--- config.mk ---
export PLATFORM = sky130hd
export DESIGN_NAME = mips_multicycle_control
export DESIGN_NICKNAME = d
export VERILOG_FILES = /design/src/rtl/mips_pkg.sv /design/src/rtl/mips_multicycle_control.sv
export SDC_FILE = /design/constraint.sdc
export NUM_CORES = 1
export LEC_CHECK = 0
export ABC_AREA = 0
export BUFFER_PORTS_ARGS = -buffer_cell sky130_fd_sc_hd__clkbuf_2
export CAP_MARGIN = 10
export CORE_AREA = 3 3 74 76
export CTS_CLUSTER_DIAMETER = 50
export CTS_CLUSTER_SIZE = 12
export DETAILED_ROUTE_END_ITERATION = 7
export DIE_AREA = 0 0 77 79
export PLACE_DENSITY = 0.78
export SLEW_MARGIN = 40
export SYNTH_ARGS = -nofsm -noshare
export SYNTH_HDL_FRONTEND = slang
export SYNTH_SLANG_ARGS = --single-unit
--- constraint.sdc ---
create_clock -name clk -period 3.4 [get_ports clk]
set_input_delay 0.17 -clock clk [delete_from_list [all_inputs] [get_ports clk]]
set_output_delay 0.17 -clock clk [all_outputs]
set_load 0.005 [all_outputs]
--- src/rtl/mips_pkg.sv ---
// Shared definitions for the multicycle MIPS control path: opcodes, FSM states
// and the encodings of the ALU / PC source selects.
package mips_pkg;

    localparam logic [5:0] OP_RTYPE = 6'd0;
    localparam logic [5:0] OP_J     = 6'd2;
    localparam logic [5:0] OP_BEQ   = 6'd4;
    localparam logic [5:0] OP_ADDI  = 6'd8;
    localparam logic [5:0] OP_LW    = 6'd35;
    localparam logic [5:0] OP_SW    = 6'd43;

    typedef enum logic [3:0] {
        S_FETCH   = 4'd0,
        S_DECODE  = 4'd1,
        S_MEMADR  = 4'd2,
        S_MEMRD   = 4'd3,
        S_MEMWB   = 4'd4,
        S_MEMWR   = 4'd5,
        S_RTYPEEX = 4'd6,
        S_RTYPEWB = 4'd7,
        S_BEQEX   = 4'd8,
        S_ADDIEX  = 4'd9,
        S_ADDIWB  = 4'd10,
        S_JEX     = 4'd11
    } state_e;

    localparam logic [1:0] ALUOP_ADD  = 2'b00;
    localparam logic [1:0] ALUOP_SUB  = 2'b01;
    localparam logic [1:0] ALUOP_FUNC = 2'b10;

    localparam logic [1:0] SRCB_REG    = 2'b00;
    localparam logic [1:0] SRCB_FOUR   = 2'b01;
    localparam logic [1:0] SRCB_IMM    = 2'b10;
    localparam logic [1:0] SRCB_IMM_SH = 2'b11;

    localparam logic [1:0] PCSRC_ALU    = 2'b00;
    localparam logic [1:0] PCSRC_ALUOUT = 2'b01;
    localparam logic [1:0] PCSRC_JUMP   = 2'b10;

endpackage

--- src/rtl/mips_multicycle_control.sv ---
// Main control FSM for the multicycle MIPS datapath. Outputs are decoded from the
// registered state (and MemReady in the memory states); also counts retired instructions.
module mips_multicycle_control
    import mips_pkg::*;
#(
    parameter int USE_MEM_READY = 1,
    parameter int CNT_W         = 32
) (
    input  logic             clk,
    input  logic             reset,
    input  logic [5:0]       Opcode,
    input  logic             MemReady,
    output logic             PCWrite,
    output logic             PCWriteCond,
    output logic             IorD,
    output logic             MemRead,
    output logic             MemWrite,
    output logic             IRWrite,
    output logic             MemtoReg,
    output logic             RegDst,
    output logic             RegWrite,
    output logic             ALUSrcA,
    output logic [1:0]       ALUSrcB,
    output logic [1:0]       ALUOp,
    output logic [1:0]       PCSource,
    output logic             Illegal,
    output logic [CNT_W-1:0] InstrCount,
    output logic [3:0]       State
);

    state_e state, next_state;
    logic   mem_rdy;
    logic   retire;
    logic   pc_write, pc_write_cond, mem_read, mem_write, ir_write, reg_write, illegal;

    assign mem_rdy = (USE_MEM_READY != 0) ? MemReady : 1'b1;

    always_ff @(posedge clk) begin
        if (reset) begin
            state      <= S_FETCH;
            InstrCount <= '0;
        end else begin
            state <= next_state;
            if (retire)
                InstrCount <= InstrCount + 1'b1;
        end
    end

    always_comb begin
        next_state    = S_FETCH;
        retire        = 1'b0;
        pc_write      = 1'b0;
        pc_write_cond = 1'b0;
        mem_read      = 1'b0;
        mem_write     = 1'b0;
        ir_write      = 1'b0;
        reg_write     = 1'b0;
        illegal       = 1'b0;
        IorD          = 1'b0;
        MemtoReg      = 1'b0;
        RegDst        = 1'b0;
        ALUSrcA       = 1'b0;
        ALUSrcB       = SRCB_REG;
        ALUOp         = ALUOP_ADD;
        PCSource      = PCSRC_ALU;
        case (state)
            S_FETCH: begin
                mem_read   = 1'b1;
                ALUSrcB    = SRCB_FOUR;
                ir_write   = mem_rdy;
                pc_write   = mem_rdy;
                next_state = mem_rdy ? S_DECODE : S_FETCH;
            end
            S_DECODE: begin
                // Speculatively compute the branch target into ALUOut.
                ALUSrcB = SRCB_IMM_SH;
                case (Opcode)
                    OP_LW, OP_SW: next_state = S_MEMADR;
                    OP_RTYPE:     next_state = S_RTYPEEX;
                    OP_BEQ:       next_state = S_BEQEX;
                    OP_ADDI:      next_state = S_ADDIEX;
                    OP_J:         next_state = S_JEX;
                    default:      illegal    = 1'b1;
                endcase
            end
            S_MEMADR: begin
                ALUSrcA    = 1'b1;
                ALUSrcB    = SRCB_IMM;
                next_state = (Opcode == OP_LW) ? S_MEMRD : S_MEMWR;
            end
            S_MEMRD: begin
                mem_read   = 1'b1;
                IorD       = 1'b1;
                next_state = mem_rdy ? S_MEMWB : S_MEMRD;
            end
            S_MEMWB: begin
                MemtoReg  = 1'b1;
                reg_write = 1'b1;
                retire    = 1'b1;
            end
            S_MEMWR: begin
                mem_write  = 1'b1;
                IorD       = 1'b1;
                retire     = mem_rdy;
                next_state = mem_rdy ? S_FETCH : S_MEMWR;
            end
            S_RTYPEEX: begin
                ALUSrcA    = 1'b1;
                ALUOp      = ALUOP_FUNC;
                next_state = S_RTYPEWB;
            end
            S_RTYPEWB: begin
                RegDst    = 1'b1;
                reg_write = 1'b1;
                retire    = 1'b1;
            end
            S_BEQEX: begin
                ALUSrcA       = 1'b1;
                ALUOp         = ALUOP_SUB;
                pc_write_cond = 1'b1;
                PCSource      = PCSRC_ALUOUT;
                retire        = 1'b1;
            end
            S_ADDIEX: begin
                ALUSrcA    = 1'b1;
                ALUSrcB    = SRCB_IMM;
                next_state = S_ADDIWB;
            end
            S_ADDIWB: begin
                reg_write = 1'b1;
                retire    = 1'b1;
            end
            S_JEX: begin
                pc_write = 1'b1;
                PCSource = PCSRC_JUMP;
                retire   = 1'b1;
            end
            default: next_state = S_FETCH;
        endcase
    end

    // Side-effecting strobes are suppressed while reset is held.
    assign PCWrite     = pc_write      & ~reset;
    assign PCWriteCond = pc_write_cond & ~reset;
    assign MemRead     = mem_read      & ~reset;
    assign MemWrite    = mem_write     & ~reset;
    assign IRWrite     = ir_write      & ~reset;
    assign RegWrite    = reg_write     & ~reset;
    assign Illegal     = illegal       & ~reset;
    assign State       = state;

endmodule
# Yosys cells after proc, flatten, opt, wreduce, memory -nomap -nowiden
# Index checks and enable logic that the tools add are counted.
# totals
register_bits	36
latch_bits	0
mem_bits_rw	0
romBits	0
input_bits	9
mem_count	0
# classes
n_addsub	1
multipliers	0
div_mod_pow	0
magnitude_cmp	0
n_eq_ne	16
shifts	0
mux	22
bitwise	8
reduce_logical	10
# ops
op	n
adder 32 x 1 -> 32 bit (second input constant)	1
one-hot mux 4 bit (7 select lines)	1
one-hot mux 4 bit (5 select lines)	1
== test 4 x 3 -> 1 bit (second input constant)	4
== test 4 bit (second input constant)	4
== test 6 bit (second input constant)	2
two-way mux 1 bit	12
two-way mux 3 bit	3
== test 4 x 2 -> 1 bit (second input constant)	2
one-hot mux 2 bit (2 select lines)	2
OR reduction 2 bit	4
AND 1 bit	7
== test 6 x 2 -> 1 bit (second input constant)	1
== test 6 x 3 -> 1 bit (second input constant)	1
== test 6 x 4 -> 1 bit (second input constant)	1
zero test 6 bit	1
one-hot mux 2 bit (3 select lines)	1
OR reduction 6 bit	1
OR reduction 5 bit	1
== test 4 x 1 -> 1 bit (second input constant)	1
zero test 4 bit	1
one-hot mux 1 bit (2 select lines)	2
OR reduction 4 bit	1
OR reduction 3 bit	1
inverter 1 bit	1

# Longest topological paths before layout
# Gate-level depths: netlist of the first run.
# depth
ltp_word	5
depth_mapped	7
mapped_depth_nobuf	6

# Least setup slack after synthesis of the first run
# OpenSTA, ideal clock, no wires.
# synth_timing
path_type	reg2reg
start	register InstrCount[22]
end	register InstrCount[31]
setup_ps	70
t_arrival_ps	1820
required_time_ps	3330
slack_ps	1509
stages_incl_launch_ff	6
n_path_buf	0
cell_sequence	dfxtp_1 -> clkinvlp_2 -> or3_4 -> or4_4 -> or3_1 -> a21oi_1
# synth_via
elab_chain_cells	1
# synth_lines
item	line	rtl
from (decl)	mips_multicycle_control.sv:27	output logic [CNT_W-1:0] InstrCount,
from (signal assigned)	mips_multicycle_control.sv:45	InstrCount <= InstrCount + 1'b1;
adder 32 x 1 -> 32 bit	mips_multicycle_control.sv:45	
# No other way between the ends.
# A chain may end at the register's enable or synchronous reset.

# Worst setup path in the final report of the first run
# layout_timing
start	register state[1] (netlist: State[1])
end	register InstrCount[26]
# layout_via
elab_chain_cells	3
word_cells_on_any_way	8
# layout_lines
item	line	rtl
from (decl)	mips_multicycle_control.sv:31	state_e state, next_state;
from (signal assigned)	mips_multicycle_control.sv:43	state <= next_state;
== test 4 bit or == test 4 x 3 -> 1 bit (tied branches)	mips_multicycle_control.sv:66	case (state)
OR reduction 5 bit (no line)	n/a	
one-hot mux 1 bit (2 select lines) (*)	mips_multicycle_control.sv:66	
# Mark *: on every way between the ends. The rest lies on a longest branch, timed or not.

==> out/results.ini, run 1 <==
[synthesis]
flop_and_latch_count_out_of_synthesis = 36
synth_mux_area_frac = 0.00954
combinational_family_with_the_most_area_after_synthesis = simple AND/OR/NAND/NOR gates
yosysWarnings = 0
area_fraction_in_compound_gates_after_synthesis = 0.164
basic_gate_share_of_the_synthesized_area_counting_and_or_nand_and_nor_cells = 0.352
ys_types = 44
synth_enable_flop_cells = 0
yosys_most_used_dff = sky130_fd_sc_hd__dfxtp_1
async_reset_ff_frac = 0
synth_fa_ha_area_frac = 0.00596
mappedNetlistNets = 279
post_synth_inst_count = 269
synth.yosys.seq_area_share = 0.343
synth.avg_cell_area_um2 = 7.80
synth.cell_area_mm2 = 0.00210
post_synth_xor_area_fraction = 0.0834

[grt]
overflow = 0
grt_pass1_vias = 1937
grt_max_degree = 42
first_pass_grt_wire_length_mm = 8.84
antenna_found_initial = 0
gr-usage-all-layers = 0.178

[pwr]
swShare = 0.231
power_frac_clock = 0.399
power.sequential.fraction = 0.544
power_switching_mw = 0.181
power_per_cell_area_mw_per_mm2 = 311
cell_internal_pwr_mw = 0.604
comb_power_share = 0.057
static-leakage-power_nw = 0.940
vdd.ir_drop.worst_mv = 0.184

[cells_and_area]
multiInputGateArea_mm2 = 0.00129
final-instance-count-excl-fill = 393
layout.nets = 335
antenna-diode-count = 0
post_layout_utilization_of_the_core = 0.528
layout.cells.most_common = sky130_fd_sc_hd__clkbuf_2
final_cell_mix = 60 x sky130_fd_sc_hd__clkbuf_2, 36 x sky130_fd_sc_hd__dfxtp_1, 29 x sky130_fd_sc_hd__nor2_1
layout-area-overhead-vs-synth_pct = 20.4
post_route_cells_drive_above_1_share = 0.242
final_area_mm2 = 0.00253
layout.filler_cells = 475
register_area_um2 = 721

[setup_path]
critical-path-max-stage-delay_ns = 0.76
critPathSlowestCell = sky130_fd_sc_hd__dfxtp_1
critical_path.max_fanout = 21
setup.worst_path.start_class = flip-flop
cp_data_arrival_time_ns = 2.74
crit_path_cell_trace = nor2b_1 -> a21boi_4 -> nand3_1 -> or4_1 -> a21oi_1
timing.critical_path.to_type = flip-flop
criticalPathCategory = flip-flop to flip-flop
worst_endpoint_required_time_ns = 3.62

[route]
detail_route.first_pass.iterations = 5
avgViaCountPerCell = 5.58
vias_post_dr = 2192
dr.first_iter.drc_count = 143
wl_per_cell_um = 13.4
drt.antenna.violating_nets = 0
drcViolationCount = 0
routed_wl_mm = 5.29

[sta]
max_slew.worst_pin.slew_ns = 0.735
rsz0062_at_grt = no
setup_viol = 0
setup_total_negative_slack_ns = 0
report.final.slew_viol_count = 0
relSlewSlack = 0.510
finalHoldViolCount = 0
skew_ns = 0.00452
final.min_clock_period_ns = 2.52
clock.fmax_mhz = 396
final_min_period_over_clock_period = 0.742

[cts]
cts.repair_timing.setup_buffer_count = 0
tritoncts = built
worst_skew_pair.late_latency_ns = 0.29
post_cts_hold_buffer_count = 0
clkSlewWorstSetupHoldPaths_ns = 0.07
cts.htree.levels = 2
cts_max_path_buffers = 2
post_cts_resize_count = 0
root_buffer = sky130_fd_sc_hd__clkbuf_8
tritoncts.num_buffers = 5
clock_sink_count = 36

[floorplanning]
design.die.area_mm2 = 0.00608
die_w_um = 77
core_mm2 = 0.00479
floorplan.initialDensity = 0.439
i_o_pins = 62
die_y_um = 79
rows = 25

[place]
dp_cells = 385
place_congestion = 0.841
place.detailed.hpwl_mm = 3.86
numPortBuffers = 61
dpl_cell_area_mm2 = 0.00244

[hold_path]
type_of_the_most_critical_hold_path = primary input to flip-flop

[run_status]
status = completed

[flow_run]
maxCapViolations = 0

==> final timing paths <==
check	from	to	slack [ns]	depth (start not counted)
min reg2reg	InstrCount[31]$_SDFFE_PP0P_	InstrCount[31]$_SDFFE_PP0P_	0.49	2
min	Opcode[4]	State[3]$_SDFF_PP0_	0.33	4
max reg2reg	State[1]$_SDFF_PP0_	InstrCount[26]$_SDFFE_PP0P_	0.88	5
max	State[1]$_SDFF_PP0_	InstrCount[26]$_SDFFE_PP0P_	0.88	5
==> cells by family (layout without fill, tap and decap cells) <==
family / Yosys count / count (layout)
xor+xnor: 20 / 20
mux: 2 / 2
compound gates: 56 / 56
buf+inv: 20 / 77
simple gates: 134 / 134
flops: 36 / 36
fa+ha+maj: 1 / 1
==> layer usage <==
layer / share of wire / wire, um / track usage / vias to the layer above
met1: 0.47 / 2490 / 0.239 / 1017
met5: 0 / 0 / 0 / -
met2: 0.46 / 2410 / 0.268 / 58
met3: 0.053 / 281 / 0.0397 / 10
met4: 0.020 / 104 / 0.0890 / 0
li1: - / - / - / 1107
==> final cells by class <==
type                    count  area share
inverters                   7      0.0109
multi-input cells         213       0.511
well taps                  67      0.0332
repair buffers             62       0.124
flip-flops and latches     36       0.285
clock buffers               8      0.0356
==> critical path: cells and delay by family, from the launching register on <==
family	cells	cell delay, ns
flops	1	0.76
simple gates	3	1.22
compound gates	2	0.47
==> state kept, by name (all words and copies together), names as in the netlist <==
name,flops
InstrCount,32
State,4
==> synth_stat cells, types with 2 or more instances <==
cell                       count  area [um2]
sky130_fd_sc_hd__dfxtp_1      36         721
sky130_fd_sc_hd__nor2_1       29         109
sky130_fd_sc_hd__a21oi_1      23         115
sky130_fd_sc_hd__nand4_1      21         131
sky130_fd_sc_hd__xor2_1       16         140
sky130_fd_sc_hd__nand3_1      14        70.1
sky130_fd_sc_hd__nand2_1      13        48.8
sky130_fd_sc_hd__o21ai_0      13        65.1
sky130_fd_sc_hd__nor3_1        9        45.0
sky130_fd_sc_hd__o31ai_1       8        60.1
sky130_fd_sc_hd__or3_1         8        50.1
sky130_fd_sc_hd__and2_1        7        43.8
sky130_fd_sc_hd__clkbuf_1      7        26.3
sky130_fd_sc_hd__nor4_1        7        43.8
sky130_fd_sc_hd__or4_1         7        52.6
sky130_fd_sc_hd__inv_1         6        22.5
sky130_fd_sc_hd__nand2b_1      5        31.3
sky130_fd_sc_hd__xnor2_1       4        35.0
sky130_fd_sc_hd__nor2b_1       3        18.8
sky130_fd_sc_hd__a32oi_1       2        17.5
sky130_fd_sc_hd__and3_1        2        12.5
sky130_fd_sc_hd__and3_2        2        15.0
sky130_fd_sc_hd__buf_1         2        7.51
sky130_fd_sc_hd__buf_2         2        10.0
sky130_fd_sc_hd__buf_4         2        15.0
sky130_fd_sc_hd__mux2i_1       2        20.0
sky130_fd_sc_hd__o22ai_1       2        12.5
==> metrics by stage <==
| step | setup slack [ns] | total power [mW] | hold slack, ns |
|---|---|---|---|
| 2_1_floorplan | 1.51 | 0.461 | 0.262 |
| 3_3_place_gp | 1.05 | 0.481 | 0.465 |
| 3_5_place_dp | 0.905 | 0.481 | 0.488 |
| 4_1_cts | 0.902 | 0.790 | 0.326 |
| 5_1_grt | 0.661 | 0.816 | 0.375 |
| 6_report | 0.876 | 0.785 | 0.327 |
==> power by group through the flow <==
stage | logic (mW) | clock network [mW] | registers (mW)
floorplan | 0.0273 | 0 | 0.434
global placement | 0.0444 | 0 | 0.436
detailed placement | 0.0447 | 0 | 0.437
CTS | 0.0449 | 0.318 | 0.427
global route | 0.0497 | 0.339 | 0.427
finish | 0.0446 | 0.313 | 0.427
Power figures use the tool's default switching activity.
==> inputs of run 2 (changes only) <==
==> constraint.sdc (replaced) <==
create_clock -name clk -period 2.5 [get_ports clk]
set_input_delay 0.125 -clock clk [delete_from_list [all_inputs] [get_ports clk]]
set_output_delay 0.125 -clock clk [all_outputs]
set_load 0.005 [all_outputs]
==> run 2 against run 1 <==
Core utilization increased by 0.91 points. Register-to-register slack got worse by 0.48 ns. Sequential share of layout area decreased by 0.49 points. Count of clock-buffer cells in the layout decreased by 1. First-iteration DRC count increased by 12%. Clock power increased by 43%. Die area unchanged. Power increased by 39%. Non-clock buffer count increased by 5. Critical path depth unchanged. Wire length increased by 0.44%. Hold slack got worse by 0.039 ns.
==> out/results.ini, run 2 (synthesis gave the netlist of run 1 again) <==
[cells_and_area]
post_route_cells_drive_above_1_share = 0.258
antenna-diode-count = 0
layout.filler_cells = 487
layout.cells.most_common = sky130_fd_sc_hd__clkbuf_2
layout.nets = 340
largest_register_ffs = 32
layout-area-overhead-vs-synth_pct = 22.5
final-instance-count-excl-fill = 397
reg_with_most_ffs = InstrCount
final_cell_mix = 60 x sky130_fd_sc_hd__clkbuf_2, 36 x sky130_fd_sc_hd__dfxtp_1, 29 x sky130_fd_sc_hd__nor2_1

[cts]
clock_sink_count = 36
cts.repair_timing.setup_buffer_count = 0
tritoncts.num_buffers = 5
clkSlewWorstSetupHoldPaths_ns = 0.07
post_cts_resize_count = 0
tritoncts = built
cts.htree.levels = 2
root_buffer = sky130_fd_sc_hd__clkbuf_8
worst_skew_pair.late_latency_ns = 0.29
post_cts_hold_buffer_count = 0
cts_max_path_buffers = 2

[run_status]
status = completed

[hold_path]
type_of_the_most_critical_hold_path = primary input to flip-flop

[sta]
final_min_period_over_clock_period = 0.841
setup_viol = 0
report.final.slew_viol_count = 0
rsz0062_at_grt = no
relSlewSlack = 0.499
setup_total_negative_slack_ns = 0
skew_ns = 0.00455
finalHoldViolCount = 0
hold_slack_ns = 0.288
final.min_clock_period_ns = 2.10
max_slew.worst_pin.slew_ns = 0.751
setup_ws_ns = 0.399
clock.fmax_mhz = 476

[grt]
gr-usage-all-layers = 0.180
first_pass_grt_wire_length_mm = 9.03
antenna_found_initial = 0
grt_pass1_vias = 2014
grt_max_degree = 42
overflow = 0

[setup_path]
setup.worst_path.start_class = flip-flop
critPathSlowestCell = sky130_fd_sc_hd__dfxtp_1
crit-reg2reg-capture = InstrCount[20]$_SDFFE_PP0P_
critical_path_depth = 5
cp_data_arrival_time_ns = 2.31
r2r_start = State[3]$_SDFF_PP0_
critical_path.startpoint = State[3]$_SDFF_PP0_
cpLargestDelayFamily = simple AND/OR/NAND/NOR gates
crit_path_cell_trace = nand2b_1 -> o21ai_2 -> nand3_1 -> or4_1 -> a21oi_1
reg2regPathDepth = 5
worst_endpoint_required_time_ns = 2.71
critical_path_buf_inv_count = 0
criticalPathCategory = flip-flop to flip-flop
worstSetupEndpoint = InstrCount[20]$_SDFFE_PP0P_
critical-path-max-stage-delay_ns = 0.60
critical_path.max_fanout = 15
setup_slack_on_the_worst_flop_to_flop_path_ns = 0.40
timing.critical_path.to_type = flip-flop

[route]
met3_routed_length_um = 301
routed_metal_1_wire_length_mm = 2.37
wl_per_cell_um = 13.4
vias_post_dr = 2207
dr.first_iter.drc_count = 160
routed_wl_mm = 5.31
drt.antenna.violating_nets = 0
drcViolationCount = 0
highest_layer = met4
detail_route.first_pass.iterations = 4
wl_met2_mm = 2.57
avgViaCountPerCell = 5.56

[pwr]
comb_power_share = 0.057
power_frac_clock = 0.411
swShare = 0.226
cell_internal_pwr_mw = 0.842
power.sequential.fraction = 0.532
power_switching_mw = 0.246
static-leakage-power_nw = 0.972
power_per_cell_area_mw_per_mm2 = 423
vdd.ir_drop.worst_mv = 0.191

[place]
dp_cells = 390
detailedPlace.worstSlack_ns = 0.421
numPortBuffers = 61
place.detailed.hpwl_mm = 3.91
place_congestion = 0.874

[flow_run]
maxCapViolations = 0

[floorplanning]
die_w_um = 77
design.die.area_mm2 = 0.00608
core_mm2 = 0.00479
i_o_pins = 62
floorplan.initialDensity = 0.439
rows = 25
die_y_um = 79

run 2: changes by cell type in the layout (fill, tap and decap cells not counted), sizes merged:
cell / delta
buf: +5
clkbuf: -1
run 2: routing by layer:
| metal | vias up | GRT usage |
|---|---|---|
| met5 | - | 0 |
| met4 | 0 | 0.0534 |
| met3 | 7 | 0.0465 |
| met2 | 62 | 0.313 |
| met1 | 1026 | 0.220 |
| li1 | 1112 | - |
run 2: power by group through the flow:
stage	registers (mW)	logic, mW	clock network (mW)
2_1_floorplan	0.590	0.0372	0
3_3_place_gp	0.593	0.0610	0
3_5_place_dp	0.593	0.0617	0
4_1_cts	0.579	0.0620	0.456
5_1_grt	0.580	0.0694	0.479
6_report	0.580	0.0617	0.448
run 2: metrics by stage:
stage | total power, mW | utilization | cell area, um2
after floorplan | 0.627 | - | 2100
after global placement | 0.654 | 0.517 | 2470
after detailed placement | 0.654 | 0.517 | 2470
after CTS | 1.10 | 0.537 | 2570
after global routing | 1.13 | 0.537 | 2570
final | 1.09 | 0.537 | 2570
run 2: layout make-up:
class                      instances  area (um2)  area share
clock buffer                       7        96.3      0.0375
timing repair buffer              67         350       0.136
tap                               67        83.8      0.0326
inverter                           7        27.5      0.0107
sequential                        36         721       0.280
multi-input combinational        213        1290       0.503
run 2: worst min-delay path, stage by stage:
cell and delay (ns):
sky130_fd_sc_hd__clkbuf_2 0.13, sky130_fd_sc_hd__nor3_1 0.05, sky130_fd_sc_hd__o211ai_1 0.11, sky130_fd_sc_hd__a2111oi_0 0.10
run 2: how the worst min path moves through the flow:
stage	slack (ns)	startpoint	end	cells after the start
floorplan	0.22	reset	State[3]$_SDFF_PP0_	1
global placement	0.47	InstrCount[31]$_SDFFE_PP0P_	InstrCount[31]$_SDFFE_PP0P_	2
global route	0.31	Opcode[0]	State[3]$_SDFF_PP0_	4
CTS	0.28	Opcode[5]	State[3]$_SDFF_PP0_	4
detailed placement	0.48	InstrCount[31]$_SDFFE_PP0P_	InstrCount[31]$_SDFFE_PP0P_	2
finish	0.29	Opcode[4]	State[3]$_SDFF_PP0_	4
==> inputs of run 3 (changes only) <==
--- a/config.mk
+++ b/config.mk
@@ -13,7 +13,7 @@
 export CTS_CLUSTER_SIZE = 12
 export DETAILED_ROUTE_END_ITERATION = 7
 export DIE_AREA = 0 0 77 79
-export PLACE_DENSITY = 0.78
+export PLACE_DENSITY = 0.81
 export SLEW_MARGIN = 40
 export SYNTH_ARGS = -nofsm -noshare
 export SYNTH_HDL_FRONTEND = slang
==> constraint.sdc (replaced) <==
create_clock -name clk -period 1.9 [get_ports clk]
set_input_delay 0.095 -clock clk [delete_from_list [all_inputs] [get_ports clk]]
set_output_delay 0.095 -clock clk [all_outputs]
set_load 0.005 [all_outputs]
==> run 3 against run 2 <==
Global-route usage is 2.3 points higher. Hold slack barely moved. Critical path depth unchanged. Fmax increased by 12%. Cell count increased by 11%. Sequential share of layout area decreased by 2.9 points. Core utilization rose by 7.3 points. Count of clock-buffer cells in the layout increased by 1. Die area unchanged. Combinational power rose by 56%. Worst setup slack got worse by 0.38 ns. Register-to-register slack worse by 0.38 ns. Critical path type unchanged. Highest routed layer unchanged.
==> out/results.ini, run 3 (synthesis gave the netlist of run 1 again) <==
[cells_and_area]
largest_register_ffs = 32
layout.nets = 384
layout.filler_cells = 438
post_route_cells_drive_above_1_share = 0.368
layout.cells.most_common = sky130_fd_sc_hd__clkbuf_2
post_layout_utilization_of_the_core = 0.610
layout-area-overhead-vs-synth_pct = 39.1
final_area_mm2 = 0.00292
final_cell_mix = 61 x sky130_fd_sc_hd__clkbuf_2, 49 x sky130_fd_sc_hd__buf_4, 29 x sky130_fd_sc_hd__nor2_1
multiInputGateArea_mm2 = 0.00130
reg_with_most_ffs = InstrCount
register_area_um2 = 734
antenna-diode-count = 0

[sta]
setup_total_negative_slack_ns = 0
max_slew.worst_pin.slew_ns = 0.432
setup_ws_ns = 0.0177
skew_ns = 0.00770
final.min_clock_period_ns = 1.88
final_min_period_over_clock_period = 0.991
clock.fmax_mhz = 531
setup_viol = 0
rsz0062_at_grt = yes
report.final.slew_viol_count = 0
finalHoldViolCount = 0
relSlewSlack = 0.705

[place]
place_congestion = 0.835
detailedPlace.worstSlack_ns = 0.00779
dpl_cell_area_mm2 = 0.00276
place.detailed.hpwl_mm = 4.45
numPortBuffers = 61

[run_status]
status = completed

[cts]
root_buffer = sky130_fd_sc_hd__clkbuf_8
tritoncts.num_buffers = 5
cts_max_path_buffers = 2
clkSlewWorstSetupHoldPaths_ns = 0.07
cts.htree.levels = 2
post_cts_hold_buffer_count = 0
worst_skew_pair.late_latency_ns = 0.29
tritoncts = built
clock_sink_count = 36

[grt]
first_pass_grt_wire_length_mm = 10.1
overflow = 0
grt_max_degree = 22
antenna_found_initial = 0
gr-usage-all-layers = 0.203
grt_pass1_vias = 2320

[floorplanning]
die_y_um = 79
design.die.area_mm2 = 0.00608
die_w_um = 77
core_mm2 = 0.00479
floorplan.initialDensity = 0.439
rows = 25
i_o_pins = 62

[pwr]
static-leakage-power_nw = 1.19
vdd.ir_drop.worst_mv = 0.329
power_per_cell_area_mw_per_mm2 = 483

[setup_path]
crit_path_cell_trace = nand4_1 -> or3_4 -> or4_4 -> or3_1 -> a21oi_1
worst_endpoint_required_time_ns = 2.12
crit-reg2reg-capture = InstrCount[31]$_SDFFE_PP0P_
timing.critical_path.to_type = flip-flop
cpLargestDelayFamily = simple AND/OR/NAND/NOR gates
cp_data_arrival_time_ns = 2.11
critical_path_buf_inv_count = 0
r2r_start = InstrCount[21]$_SDFFE_PP0P_
reg2regPathDepth = 5
criticalPathCategory = flip-flop to flip-flop
setup_slack_on_the_worst_flop_to_flop_path_ns = 0.02
critical_path.startpoint = InstrCount[21]$_SDFFE_PP0P_
critPathSlowestCell = sky130_fd_sc_hd__or4_4
critical-path-max-stage-delay_ns = 0.43
critical_path_depth = 5
critical_path.max_fanout = 4
worstSetupEndpoint = InstrCount[31]$_SDFFE_PP0P_
setup.worst_path.start_class = flip-flop

[route]
drcViolationCount = 0
avgViaCountPerCell = 5.52
vias_post_dr = 2440
detail_route.first_pass.iterations = 5
dr.first_iter.drc_count = 119
wl_per_cell_um = 13.9
routed_wl_mm = 6.13
drt.antenna.violating_nets = 0

[hold_path]
type_of_the_most_critical_hold_path = primary input to flip-flop

[flow_run]
maxCapViolations = 0

[run 3: cell types whose count changed in the layout (fill, tap and decap cells not counted), moves of 2 or more]
cell	before	now
sky130_fd_sc_hd__dfxtp_2	0	8
sky130_fd_sc_hd__buf_4	6	49
sky130_fd_sc_hd__dfxtp_1	36	27
sky130_fd_sc_hd__clkbuf_1	0	2
[run 3: layer usage]
layer | vias up | global-route usage | part of all wire
li1 | 1204 | - | -
met1 | 1162 | 0.250 | 0.44
met2 | 66 | 0.337 | 0.50
met3 | 8 | 0.0544 | 0.049
met4 | 0 | 0.0819 | 0.015
met5 | - | 0 | 0
[run 3: timing repair]
action                                  in CTS  in global routing
setup buffers                                0                  6
endpoints found under the setup margin       1                 12
gates resized for setup                      1                 12
pin swaps                                    0                  5
[run 3: worst min-delay path by stage]
stage                                 from                           to  slack (ns)  depth (start not counted)
6_report                             reset   InstrCount[1]$_SDFFE_PP0P_        0.29                          2
5_1_grt                              reset   InstrCount[1]$_SDFFE_PP0P_        0.28                          2
4_1_cts                              reset   InstrCount[1]$_SDFFE_PP0P_        0.27                          2
3_5_place_dp   InstrCount[31]$_SDFFE_PP0P_  InstrCount[31]$_SDFFE_PP0P_        0.49                          2
3_3_place_gp   InstrCount[31]$_SDFFE_PP0P_  InstrCount[31]$_SDFFE_PP0P_        0.48                          2
2_1_floorplan                        reset          State[3]$_SDFF_PP0_        0.19                          1
[run 3: stage by stage]
step / hold WS (ns) / power [mW] / cells
global route: 0.281 / 1.47 / 442
detailed placement: 0.490 / 0.870 / 428
floorplan: 0.187 / 0.825 / 269
finish: 0.288 / 1.41 / 442
global placement: 0.477 / 0.869 / 428
CTS: 0.267 / 1.42 / 436
[run 3: cell type report]
cell class | count | area share
Inverter | 7 | 0.0103
Sequential cell | 36 | 0.251
Clock buffer | 8 | 0.0308
Timing Repair Buffer | 111 | 0.234
Tap cell | 67 | 0.0287
Multi-Input combinational cell | 213 | 0.444
[run 3: where the power goes]
part,internal [mW],switching [mW]
registers,0.755,0.00206
logic,0.0365,0.0599
clock network,0.296,0.263
total,1.09,0.325
